### src/rtl/prog_loader_if.sv
// Byte-stream input and instruction-memory write bus for prog_loader.
// slave  : the loader (consumes bytes, drives the memory write port)
// master : the byte source / memory side (drives bytes, observes writes)
interface prog_loader_if #(
  parameter int D = 10,
  parameter int W = 9
);
  logic         in_valid;
  logic [7:0]   in_data;
  logic         in_ready;
  logic         imem_wr_en;
  logic [D-1:0] imem_addr;
  logic [W-1:0] imem_wr_data;

  modport slave (
    input  in_valid,
    input  in_data,
    output in_ready,
    output imem_wr_en,
    output imem_addr,
    output imem_wr_data
  );

  modport master (
    output in_valid,
    output in_data,
    input  in_ready,
    input  imem_wr_en,
    input  imem_addr,
    input  imem_wr_data
  );
endinterface

### src/rtl/prog_loader.sv
// Boot-time instruction loader: parses a byte stream (16-bit word count,
// then 9-bit words sent as two bytes each) into sequential instruction
// memory writes, holding the CPU in reset until the image is complete.
// Optional feature: define PROG_LOADER_CKSUM_EN to require a trailing
// XOR checksum byte covering every byte accepted in the session.
module prog_loader #(
  parameter int D = 10,
  parameter int W = 9
) (
  input  logic            clk,
  input  logic            reset,      // asynchronous, active low
  input  logic            start,
  prog_loader_if.slave    bus,
  output logic            cpu_hold,
  output logic            load_done,
  output logic            err
);

`ifdef PROG_LOADER_CKSUM_EN
  typedef enum logic [3:0] {
    IDLE, HDR_LO, HDR_HI, W_LO, W_HI, CKSUM, FLUSH, DONE, ERR
  } state_t;
  // State entered once the last word (or an empty header) is accepted.
  localparam state_t TAIL = CKSUM;
`else
  typedef enum logic [3:0] {
    IDLE, HDR_LO, HDR_HI, W_LO, W_HI, FLUSH, DONE, ERR
  } state_t;
  localparam state_t TAIL = FLUSH;
`endif

  state_t       state_reg, state_next;
  logic [D-1:0] idx_reg, idx_next;
  logic [D-1:0] count_reg, count_next;
  logic [7:0]   count_lo_reg, count_lo_next;
  logic [7:0]   lo_reg, lo_next;
  logic         wr_en_reg, wr_en_next;
  logic [D-1:0] addr_reg, addr_next;
  logic [W-1:0] data_reg, data_next;
`ifdef PROG_LOADER_CKSUM_EN
  logic [7:0]   ck_reg, ck_next;
`endif

  logic         ready;
  logic         xfer;
  logic [15:0]  hdr16;

  // Byte acceptance and status outputs decode directly from the state.
  always_comb begin
    ready = 1'b0;
    case (state_reg)
      HDR_LO, HDR_HI, W_LO, W_HI: ready = 1'b1;
`ifdef PROG_LOADER_CKSUM_EN
      CKSUM:                      ready = 1'b1;
`endif
      default:                    ready = 1'b0;
    endcase
  end

  assign bus.in_ready     = ready;
  assign bus.imem_wr_en   = wr_en_reg;
  assign bus.imem_addr    = addr_reg;
  assign bus.imem_wr_data = data_reg;
  assign cpu_hold         = (state_reg != DONE);
  assign load_done        = (state_reg == DONE);
  assign err              = (state_reg == ERR);

  assign xfer  = bus.in_valid && ready;
  assign hdr16 = {bus.in_data, count_lo_reg};

  // Next-state logic: start overrides everything, including a byte in flight.
  always_comb begin
    state_next    = state_reg;
    idx_next      = idx_reg;
    count_next    = count_reg;
    count_lo_next = count_lo_reg;
    lo_next       = lo_reg;
    wr_en_next    = 1'b0;
    addr_next     = addr_reg;
    data_next     = data_reg;
`ifdef PROG_LOADER_CKSUM_EN
    ck_next       = ck_reg;
`endif
    if (start) begin
      state_next = HDR_LO;
      idx_next   = '0;
`ifdef PROG_LOADER_CKSUM_EN
      ck_next    = 8'h00;
`endif
    end else if (xfer) begin
`ifdef PROG_LOADER_CKSUM_EN
      ck_next = ck_reg ^ bus.in_data;
`endif
      case (state_reg)
        HDR_LO: begin
          count_lo_next = bus.in_data;
          state_next    = HDR_HI;
        end
        HDR_HI: begin
          // Counts that do not fit the address space are rejected outright.
          if ((hdr16 >> D) != 16'd0) begin
            state_next = ERR;
          end else begin
            count_next = hdr16[D-1:0];
            state_next = (hdr16[D-1:0] == '0) ? TAIL : W_LO;
          end
        end
        W_LO: begin
          lo_next    = bus.in_data;
          state_next = W_HI;
        end
        W_HI: begin
          if (bus.in_data[7:1] != 7'd0) begin
            state_next = ERR;
          end else begin
            wr_en_next = 1'b1;
            addr_next  = idx_reg;
            data_next  = {bus.in_data[0], lo_reg};
            idx_next   = idx_reg + 1'b1;
            state_next = (idx_reg == count_reg - 1'b1) ? TAIL : W_LO;
          end
        end
`ifdef PROG_LOADER_CKSUM_EN
        CKSUM: begin
          state_next = (bus.in_data == ck_reg) ? FLUSH : ERR;
        end
`endif
        default: state_next = state_reg;
      endcase
    end else if (state_reg == FLUSH) begin
      state_next = DONE;
    end
  end

  // State and datapath registers; reset aborts any session immediately.
  always_ff @(posedge clk or negedge reset) begin
    if (!reset) begin
      state_reg    <= IDLE;
      idx_reg      <= '0;
      count_reg    <= '0;
      count_lo_reg <= 8'h00;
      lo_reg       <= 8'h00;
      wr_en_reg    <= 1'b0;
      addr_reg     <= '0;
      data_reg     <= '0;
`ifdef PROG_LOADER_CKSUM_EN
      ck_reg       <= 8'h00;
`endif
    end else begin
      state_reg    <= state_next;
      idx_reg      <= idx_next;
      count_reg    <= count_next;
      count_lo_reg <= count_lo_next;
      lo_reg       <= lo_next;
      wr_en_reg    <= wr_en_next;
      addr_reg     <= addr_next;
      data_reg     <= data_next;
`ifdef PROG_LOADER_CKSUM_EN
      ck_reg       <= ck_next;
`endif
    end
  end

endmodule

### src/flat_wrapper.sv
// flat-port wrapper written by rule: the top's interface ports become plain ports
module prog_loader_flat 
#(
  parameter int D = 10,
  parameter int W = 9
)
  (clk, reset, start, cpu_hold, load_done, err, bus_in_valid, bus_in_data, bus_in_ready, bus_imem_wr_en, bus_imem_addr, bus_imem_wr_data);
  prog_loader_if #(.D(D), .W(W)) bus_i ();
  input  logic clk;
  input  logic reset;
  input  logic start;
  output logic cpu_hold;
  output logic load_done;
  output logic err;
  input wire logic [$bits(bus_i.in_valid)-1:0] bus_in_valid;
  input wire logic [$bits(bus_i.in_data)-1:0] bus_in_data;
  output wire logic [$bits(bus_i.in_ready)-1:0] bus_in_ready;
  output wire logic [$bits(bus_i.imem_wr_en)-1:0] bus_imem_wr_en;
  output wire logic [$bits(bus_i.imem_addr)-1:0] bus_imem_addr;
  output wire logic [$bits(bus_i.imem_wr_data)-1:0] bus_imem_wr_data;
  assign bus_i.in_valid = bus_in_valid;
  assign bus_i.in_data = bus_in_data;
  assign bus_in_ready = bus_i.in_ready;
  assign bus_imem_wr_en = bus_i.imem_wr_en;
  assign bus_imem_addr = bus_i.imem_addr;
  assign bus_imem_wr_data = bus_i.imem_wr_data;
  prog_loader #(.D(D), .W(W)) u_core (.clk(clk), .reset(reset), .start(start), .bus(bus_i), .cpu_hold(cpu_hold), .load_done(load_done), .err(err));
endmodule
### config.mk
export PLATFORM = sky130hd
export DESIGN_NAME = prog_loader_flat
export DESIGN_NICKNAME = d
export VERILOG_FILES = /design/src/rtl/prog_loader_if.sv /design/src/rtl/prog_loader.sv /design/src/flat_wrapper.sv
export SDC_FILE = /design/constraint.sdc
export NUM_CORES = 1
export LEC_CHECK = 0
export ABC_CLOCK_PERIOD_IN_PS = 3500
export CAP_MARGIN = 10
export CORE_UTILIZATION = 40
export CTS_BUF_LIST = sky130_fd_sc_hd__clkbuf_16
export DETAILED_ROUTE_END_ITERATION = 6
export PLACE_DENSITY_LB_ADDON = 0.1
export RECOVER_POWER = 50
export SYNTH_ARGS = -nofsm -noshare
export SYNTH_HDL_FRONTEND = slang
export SYNTH_SLANG_ARGS = --single-unit
### constraint.sdc
create_clock -name clk -period 3.5 [get_ports clk]
set_input_delay 0.7 -clock clk [delete_from_list [all_inputs] [get_ports clk]]
set_output_delay 0.7 -clock clk [all_outputs]
set_load 0.005 [all_outputs]
==> impl_metrics.json <==
{
  "routabilityCongestion": 0.7291,
  "drcViolationCount": 0,
  "r2r_setup_slack_ns": 1.17,
  "holdBufCountCts": 0,
  "period_minus_slack_ns": 2.781,
  "drt-wirelength-per-cell_um": 15.44,
  "crit_path_end_kind": "flop",
  "dpl.hpwl_um": 4235,
  "drt_wl_total_um": 5975,
  "utilization_pct": 52.52,
  "p_seq_share_pct": 45.0,
  "ios": 36,
  "setup_ws_ns": 0.7192,
  "io_buffers": 35,
  "r2r_cells": 5,
  "drt.antenna.violating_nets": 0,
  "setup_tns_ns": 0,
  "yosysMostFrequentCell": "dfrtp_1",
  "path_cells": "dlygate4sd3_1, nor4bb_1, and4b_1, nor2b_2, buf_4, mux2_2",
  "cts_resized": 0,
  "cts.repair_timing.setup_buffer_count": 0,
  "p_leak_nw": 1.655,
  "p_sw_mw": 0.4484,
  "cp.required_ns": 3.71,
  "slew_headroom_pct": 18.77,
  "grt_max_degree": 24,
  "clk_latency_ns": 0.32,
  "combPwrFrac_pct": 10.7,
  "synthesis.nets": 262,
  "core_um2": 6907,
  "synthTopCellsByArea": "dfrtp_1 (51%), mux2_2 (17%), xor2_1 (3.3%), nor2_1 (2.7%), xnor2_1 (2.7%)",
  "grtUsageMet2_pct": 26.56,
  "rsz0062_at_grt": "no",
  "cp_max_fo": 16,
  "cpLargestDelayFamily": "buffers and inverters",
  "antenna_found_initial": 0,
  "yosys-top-cells-count": "dfrtp_1 (59), mux2_2 (45), nor2_1 (21)",
  "slowest_stage": "dlygate4sd3_1",
  "synth_edf_count": 0,
  "dieWidth_um": 87.13,
  "crit_type": "in2reg",
  "hp-class": "reg2reg",
  "grt_usage_pct": 18.04,
  "areaGrowthSynthToFinish_pct": 25.12,
  "rr_startpoint": "u_core.state_reg[2]$_DFFE_PN0P_",
  "worst_pin_slew_ns": 1.218,
  "seq_area_um2": 1476,
  "synthArstFlopShare_pct": 100.0,
  "finalMaxSlewViolations": 0,
  "start_kind": "input port",
  "dp_worst_setup_slack_ns": 0.4373,
  "gr-total-overflow": 0,
  "dr.pass1.iters": 4,
  "dp.cells": 371,
  "intPower_mw": 1.435,
  "setup_viol": 0,
  "cts_buffers": 9,
  "cts_max_level": 3,
  "status": "completed",
  "ys_ff_latch": 59,
  "grt-busiest-layer": "met2",
  "clock_power_share_pct": 44.2,
  "path_depth": 6,
  "die_area_um2": 7592,
  "path_buf_inv": 2,
  "use_met3_pct": 3.697,
  "drtIter0Drc": 155,
  "layout-drive-gt1-share_pct": 24.05,
  "cts_sinks": 59,
  "cts.clk_slew.worst_paths_ns": 0.05,
  "grt_pass1_vias": 1950,
  "cts_buffer_depth": 2,
  "slowest_delay_ns": 0.72,
  "yosysTopAreaCell": "dfrtp_1",
  "synth_area_um2": 2899,
  "crit_path_end": "u_core.bus.imem_addr[2]$_DFFE_PN0P_",
  "swShare_pct": 23.81,
  "vias": 2001,
  "nets": 300,
  "cp.arrival_ns": 2.99,
  "hold_violations": 0,
  "fin_cells": 387,
  "r2r-end": "u_core.bus.imem_addr[2]$_DFFE_PN0P_",
  "worstSetupStartpoint": "bus_in_valid",
  "power_density_nw_per_um2": 519.3,
  "met1_usage_pct": 25.34,
  "synth_area_per_cell_um2": 11.69,
  "synth_warnings": 0,
  "period_share_pct": 79.45,
  "multi_input_area_um2": 1330,
  "n_antenna_cell": 0,
  "power_mw": 1.884,
  "clock.fmax_ghz": 0.3596,
  "nFillCells": 648,
  "ys_seq_area_share_pct": 50.93,
  "synth_top_flop_cell": "dfrtp_1",
  "vdd_drop_max_mv": 0.4197,
  "fp.dieH_um": 87.13,
  "clock-skew-final_ns": 0.006018,
  "start_util_pct": 41.97,
  "rows": 30,
  "via_per_inst": 5.171,
  "maxCapViolations": 0,
  "synth.distinct_cells": 50,
  "synth_top_cell_area_share_pct": 50.93,
  "synthCells": 248,
  "grt_pass1_wl_um": 10090,
  "clockRootBuffer": "clkbuf_16",
  "cts_tree": "built"
}
## power by group through the flow
stage,registers [mW],logic [mW],clock network [mW]
after global routing,0.862,0.228,0.879
after CTS,0.848,0.208,0.857
after floorplan,0.823,0.155,0
after global placement,0.858,0.203,0
final,0.848,0.202,0.833
after detailed placement,0.859,0.206,0
## worst min path at each step
| stage | start | endpoint | slack, ns | cells past startpoint |
|---|---|---|---|---|
| global placement | u_core.lo_reg[2]$_DFFE_PN0P_ | u_core.bus.imem_wr_data[2]$_DFFE_PN0P_ | 0.49 | 1 |
| CTS | reset | u_core.state_reg[0]$_DFFE_PN0P_ | 0.36 | 1 |
| global route | u_core.bus.imem_addr[5]$_DFFE_PN0P_ | u_core.bus.imem_addr[5]$_DFFE_PN0P_ | 0.52 | 1 |
| floorplan | reset | u_core.bus.imem_addr[0]$_DFFE_PN0P_ | 0.40 | 0 |
| finish | u_core.bus.imem_addr[5]$_DFFE_PN0P_ | u_core.bus.imem_addr[5]$_DFFE_PN0P_ | 0.50 | 1 |
| detailed placement | u_core.lo_reg[3]$_DFFE_PN0P_ | u_core.lo_reg[3]$_DFFE_PN0P_ | 0.49 | 1 |
## stage by stage
| stage | hold WS, ns | area (µm²) |
|---|---|---|
| after floorplan | 0.4044 | 2899 |
| after global placement | 0.4869 | 3351 |
| after detailed placement | 0.4920 | 3351 |
| after CTS | 0.3568 | 3636 |
| after global routing | 0.5176 | 3627 |
| final | 0.4972 | 3627 |
## cells in the final DEF (no fill, tap or decap), types with 3 or more instances in the layout
| master | count |
|---|---|
| clkbuf_16 | 9 |
| nor2_1 | 21 |
| nor4_1 | 4 |
| nand4_1 | 9 |
| clkdlybuf4s50_1 | 22 |
| and3b_1 | 3 |
| mux2_2 | 45 |
| inv_1 | 7 |
| buf_4 | 5 |
| clkbuf_1 | 3 |
| dfrtp_1 | 59 |
| xnor2_1 | 9 |
| nand2_1 | 13 |
| nor3_1 | 3 |
| o21ai_0 | 5 |
| nand3_1 | 3 |
| nor4b_1 | 3 |
| clkinv_1 | 3 |
| xor2_1 | 11 |
| dlygate4sd3_1 | 12 |
| nor2b_1 | 3 |
## final cells by class
| class | instances | share of cell area, % |
|---|---|---|
| inverters | 7 | 0.7244 |
| flip-flops and latches | 59 | 40.70 |
| well taps | 96 | 3.311 |
| repair buffers | 42 | 10.73 |
| clock inverters | 7 | 1.656 |
| clock buffers | 9 | 6.209 |
| multi-input cells | 167 | 36.67 |
## kinds of logic after synthesis
family | after synthesis | synth area share [%]
and+or+nand+nor | 77 | 15.19
buffers and inverters | 22 | 3.280
muxes | 46 | 17.82
DFF | 59 | 50.93
adders and majority gates | 3 | 1.208
xor gates and xnor gates | 20 | 6.042
AOI/OAI and AO/OA | 21 | 5.525
## per-layer routing
layer | vias up | wire (µm)
met5 | - | 0
met4 | 0 | 114
met3 | 9 | 209
met2 | 35 | 2692
met1 | 990 | 2959
li1 | 967 | -
(Power assumes the default switching activity.)
